==> src/rtl/prng_stream.sv <==
// Multi-channel PRNG word source: each channel runs an LCG or xorshift generator,
// and the word set is presented through a one-deep valid/ready output register.

module prng_lane #(
    parameter int DATA_WIDTH = 32
) (
    input  logic [DATA_WIDTH-1:0] state,
    input  logic                  mode,
    output logic [DATA_WIDTH-1:0] nxt
);
    localparam logic [DATA_WIDTH-1:0] LCG_MUL = DATA_WIDTH'(64'd1103515245);
    localparam logic [DATA_WIDTH-1:0] LCG_INC = DATA_WIDTH'(64'd12345);

    logic [DATA_WIDTH-1:0] lcg;
    logic [DATA_WIDTH-1:0] x1, x2, x3;

    always_comb begin
        lcg = state * LCG_MUL + LCG_INC;
        x1  = state ^ (state << 13);
        x2  = x1 ^ (x1 >> 17);
        x3  = x2 ^ (x2 << 5);
        // xorshift has a fixed point at zero; fall back to LCG to escape it
        nxt = (mode && (state != '0)) ? x3 : lcg;
    end
endmodule

module prng_stream #(
    parameter int          DATA_WIDTH = 32,
    parameter int          NUM_CH     = 4,
    parameter int unsigned SEED       = 123456
) (
    input  logic                         clk,
    input  logic                         rst_n,
    input  logic                         enable,
    input  logic                         mode,
    input  logic                         seed_load,
    input  logic [DATA_WIDTH-1:0]        seed_in,
    output logic [NUM_CH*DATA_WIDTH-1:0] out_data,
    output logic                         out_valid,
    input  logic                         out_ready,
    output logic [31:0]                  gen_count
);
    typedef enum logic {EMPTY, FULL} fsm_t;

    fsm_t cur, nxt_st;
    logic [NUM_CH-1:0][DATA_WIDTH-1:0] st_q, st_nxt, data_q;
    logic [31:0] gen_cnt;
    logic        advance, accept;

    for (genvar k = 0; k < NUM_CH; k++) begin : g_lane
        prng_lane #(.DATA_WIDTH(DATA_WIDTH)) u_lane (
            .state (st_q[k]),
            .mode  (mode),
            .nxt   (st_nxt[k])
        );
    end

    always_comb begin
        nxt_st  = cur;
        advance = 1'b0;
        accept  = 1'b0;
        if (seed_load) begin
            nxt_st = EMPTY;
        end else begin
            case (cur)
                EMPTY: begin
                    if (enable) begin
                        advance = 1'b1;
                        nxt_st  = FULL;
                    end
                end
                FULL: begin
                    if (out_ready) begin
                        accept = 1'b1;
                        if (enable) advance = 1'b1;
                        else        nxt_st  = EMPTY;
                    end
                end
                default: nxt_st = EMPTY;
            endcase
        end
    end

    always_ff @(posedge clk or negedge rst_n) begin
        if (!rst_n) begin
            cur     <= EMPTY;
            gen_cnt <= '0;
            data_q  <= '0;
            for (int k = 0; k < NUM_CH; k++)
                st_q[k] <= DATA_WIDTH'(SEED) + DATA_WIDTH'(k);
        end else begin
            cur <= nxt_st;
            if (seed_load) begin
                // held word is dropped by clearing valid; data register keeps stale bits
                gen_cnt <= '0;
                for (int k = 0; k < NUM_CH; k++)
                    st_q[k] <= seed_in + DATA_WIDTH'(k);
            end else begin
                if (accept) gen_cnt <= gen_cnt + 32'd1;
                if (advance) begin
                    st_q   <= st_nxt;
                    data_q <= st_nxt;
                end
            end
        end
    end

    assign out_data  = data_q;
    assign out_valid = (cur == FULL);
    assign gen_count = gen_cnt;
endmodule

==> config.mk <==
export PLATFORM = sky130hd
export DESIGN_NAME = prng_stream
export DESIGN_NICKNAME = d
export VERILOG_FILES = /design/src/rtl/prng_stream.sv
export SDC_FILE = /design/constraint.sdc
export NUM_CORES = 2
export LEC_CHECK = 0
export ABC_CLOCK_PERIOD_IN_PS = 20400
export BUFFER_PORTS_ARGS = -buffer_cell sky130_fd_sc_hd__buf_2
export CAP_MARGIN = 20
export CELL_PAD_IN_SITES_DETAIL_PLACEMENT = 0
export CELL_PAD_IN_SITES_GLOBAL_PLACEMENT = 1
export CORE_UTILIZATION = 29
export CTS_CLUSTER_SIZE = 12
export DETAILED_ROUTE_END_ITERATION = 6
export GPL_TIMING_DRIVEN = 0
export HOLD_SLACK_MARGIN = 0.06
export PLACE_DENSITY = 0.5
export SLEW_MARGIN = 20
export SYNTH_ARGS = -nofsm -noshare
export SYNTH_HDL_FRONTEND = slang
export SYNTH_SLANG_ARGS = --single-unit
==> constraint.sdc <==
create_clock -name clk -period 20.4 [get_ports clk]
set_input_delay 4.08 -clock clk [delete_from_list [all_inputs] [get_ports clk]]
set_output_delay 4.08 -clock clk [all_outputs]
set_load 0.01 [all_outputs]
==> results.yml <==
critical_path:
  path_max_fanout: 6
  worst_r2r_path_depth: 25
  worstReg2RegEnd: "st_q[62]"
  worstPathArrival_ns: 9.51
  crit_type: "reg2reg"
  endpoint_kind: "flop"
  crit_start: "st_q[40]"
  endpoint: "st_q[62]"
  r2r_start: "st_q[40]"
  critical_path_required_ns: 20.84
  reg2reg_slack_ns: 11.33
  cp-start-kind: "flop"
route:
  wl_met1_um: 104800
  wl_met3_um: 9538
  ant_nets: 0
  routed.top_layer: "met5"
  post_drt_wl_per_cell_um: 26.33
  drt_iter0_markers: 2761
  viasPerCell: 4.783
  dr.pass1.iters: 7
  met2_length_um: 109600
  vias: 42380
  routed_wl_um: 233300
  drc: 16
cells_and_area:
  layout.nets: 7989
  drive_gt1_share_pct: 5.641
  syn_to_final_growth_pct: 10.45
die:
  initial_core_util_pct: 29.24
  die_y_um: 437.6
  die-area_mm2: 0.1915
  die_w_um: 437.6
  row_count: 159
  core_area_mm2: 0.1882
  io_pins: 199
logic_synthesis:
  synthesis.nets: 7765
  ys_seq_area_share_pct: 13.20
  syn_inst: 6087
  ys_warn_count: 0
  ys_seq_elements: 289
  synth_cell_type_count: 104
  synthFlopType: "dfrtp_1"
  avgSynthCellArea_um2: 9.041
  async_reset_ff_share_pct: 100.0
  synth-edff-count: 0
  synth_area_mm2: 0.05503
hold_path:
  worstHoldStart: "out_data[48]"
  hp-class: "reg2reg"
global_route:
  antenna_found_initial: 37
  grt_first_pass_wirelength_um: 333600
  grt_start_max_net_pins: 79
  track_usage_pct: 24.41
  grt-ovfl-total: 0
  grt_pass1_vias: 45500
flow_run:
  drv_cap: 0
clock_tree:
  cts_tree: "yes"
  post_cts_buffers: 0
  clkLatencyLatePin_ns: 0.65
  cts_buffer_depth: 3
  cts_root_buf: "clkbuf_16"
  holdBufCountCts: 0
  cts.sinks: 289
  clk_pin_slew_worst_paths_ns: 0.06
  numCtsBuffers: 43
  cts.htree.levels: 2
  cts_resized: 0
run_status:
  status: "finished, violations left"
  violations: "design-rule violations"
timing:
  layout_min_cycle_time_ns: 9.067
  tns_ns: 0
  hold_viol: 0
  drv_slew: 0
  fmax_mhz: 110.3
  setup_viol_count_final: 0
  rsz0062_at_grt: "no"
  finalClockSkew_ns: 0.03511
  slew_headroom_pct: 15.53
  min_period_over_period_pct: 44.45
  tightestPinTransition_ns: 1.260
placement:
  gp_congestion: 0.9696
  io_buffers: 173
  hpwl_um: 197800
cells in the final DEF, fill, tap and decap left out, types with 15 or more instances in the layout:
cell type and instances:
nand2_1 461, inv_1 1626, a21o_1 63, o21ai_0 142, nor2_1 243, fa_1 751
and2_1 18, nand4_1 34, a31oi_1 26, ha_1 889, xor2_1 178, xnor2_1 415
o21a_1 23, buf_2 184, o31ai_1 20, o211ai_1 16, a21oi_1 207, or3_1 15
nand3_1 57, a211o_1 15, dfstp_2 28, and3_1 27, nor3_1 57, a211oi_1 33
dfrtp_1 261, nand2b_1 20, o311ai_0 22, clkbuf_16 43, o21ai_1 39, clkbuf_1 142
diode_2 18
cell families (layout without fill, tap and decap cells):
family,Yosys count,in the layout,share of synthesized area (%)
simple gates,1004,1004,8.148
buf+inv,1803,2062,12.41
mux,21,21,0.3979
other cells,0,18,0
compound gates,733,733,8.717
xor+xnor,597,597,9.590
flops,289,289,13.20
fa+ha+maj,1640,1640,47.53
through the flow:
stage	setup WS [ns]	area (µm²)	cells	hold WS, ns	utilization (%)
after detailed placement	11.47	59200	8761	0.4582	31.46
final	11.33	60780	8859	0.4681	32.30
after global routing	11.14	60780	8857	0.4916	32.29
after CTS	11.42	60740	8841	0.4720	32.27
after global placement	8.433	59020	8755	0.4568	31.36
after floorplan	13.41	55030	6087	0.5139	-
worst max-delay path, cell delays in order, from the launching register on:
cell      delay, ns
dfrtp_1        0.69
clkbuf_1       0.64
inv_1          0.17
ha_1           0.46
xor2_1         0.21
ha_1           0.20
a21oi_1        0.30
fa_1           0.49
fa_1           0.49
inv_1          0.05
fa_1           0.47
fa_1           0.51
fa_1           0.50
inv_1          0.05
fa_1           0.47
inv_1          0.06
ha_1           0.42
and3_1         0.21
nand4_2        0.14
or4_1          0.53
o32a_1         0.24
a31oi_2        0.24
nor2_2         0.11
and4_4         0.18
nor4_1         0.92
a211oi_1       0.08
state kept, by name (all words and copies together), names as in the netlist:
register   cells
st_q         128
gen_count     32
out_data     128
out_valid      1
worst min path at each step:
stage | slack, ns | cells past startpoint | end
2_1_floorplan | 0.51 | 2 | out_data[10]
3_3_place_gp | 0.46 | 2 | out_data[58]
3_5_place_dp | 0.46 | 2 | out_data[48]
4_1_cts | 0.47 | 2 | out_data[48]
5_1_grt | 0.49 | 1 | out_data[19]
6_report | 0.47 | 2 | out_data[48]
final cells by class:
cell class / count / area (µm²)
diodes: 18 / 45.04
plain buffers: 177 / 738.2
clock buffers: 59 / 1226
clock inverters: 21 / 309.0
fillers: 20280 / 127400
inverters: 1626 / 6103
multi-input cells: 3995 / 40950
flip-flops and latches: 289 / 7267
well taps: 2495 / 3122
repair buffers: 179 / 1021
synth_stat cells, drive strengths merged (6+ instances only):
cell type / number / area share (%)
dfstp: 28 / 1.3
a211o: 15 / 0.24
a22oi: 6 / 0.082
a2111oi: 8 / 0.19
a21boi: 6 / 0.082
nand2: 461 / 3.1
o311ai: 25 / 0.40
nand3: 58 / 0.54
or2: 7 / 0.080
o221ai: 6 / 0.095
o21ai: 182 / 1.7
mux2: 7 / 0.14
nand4: 35 / 0.41
nor4: 11 / 0.16
or4: 9 / 0.12
nand2b: 20 / 0.23
o21bai: 15 / 0.21
a21o: 65 / 0.89
a31oi: 29 / 0.38
xnor2: 415 / 6.6
nor2b: 10 / 0.11
dfrtp: 261 / 12
and4: 8 / 0.13
o21a: 23 / 0.31
ha: 889 / 20
a31o: 7 / 0.11
o311a: 9 / 0.16
a21oi: 208 / 1.9
fa: 751 / 27
buf: 31 / 0.30
o211ai: 16 / 0.22
mux2i: 14 / 0.25
a211oi: 35 / 0.49
and3: 28 / 0.33
nor3: 57 / 0.52
or3: 15 / 0.17
o31ai: 22 / 0.33
nor2: 245 / 1.7
a221o: 10 / 0.18
a221oi: 12 / 0.20
clkbuf: 146 / 1.0
and2: 20 / 0.23
inv: 1626 / 11
xor2: 179 / 2.9
o22ai: 6 / 0.080
per-layer routing:
metal	up-vias	track usage, %
li1	19300	-
met1	21630	32.94
met2	1136	40.32
met3	305	2.382
met4	2	8.989
met5	-	0
Power is not shown: default switching activity piles up to over one toggle a cycle in this logic, so the estimate is an artifact.
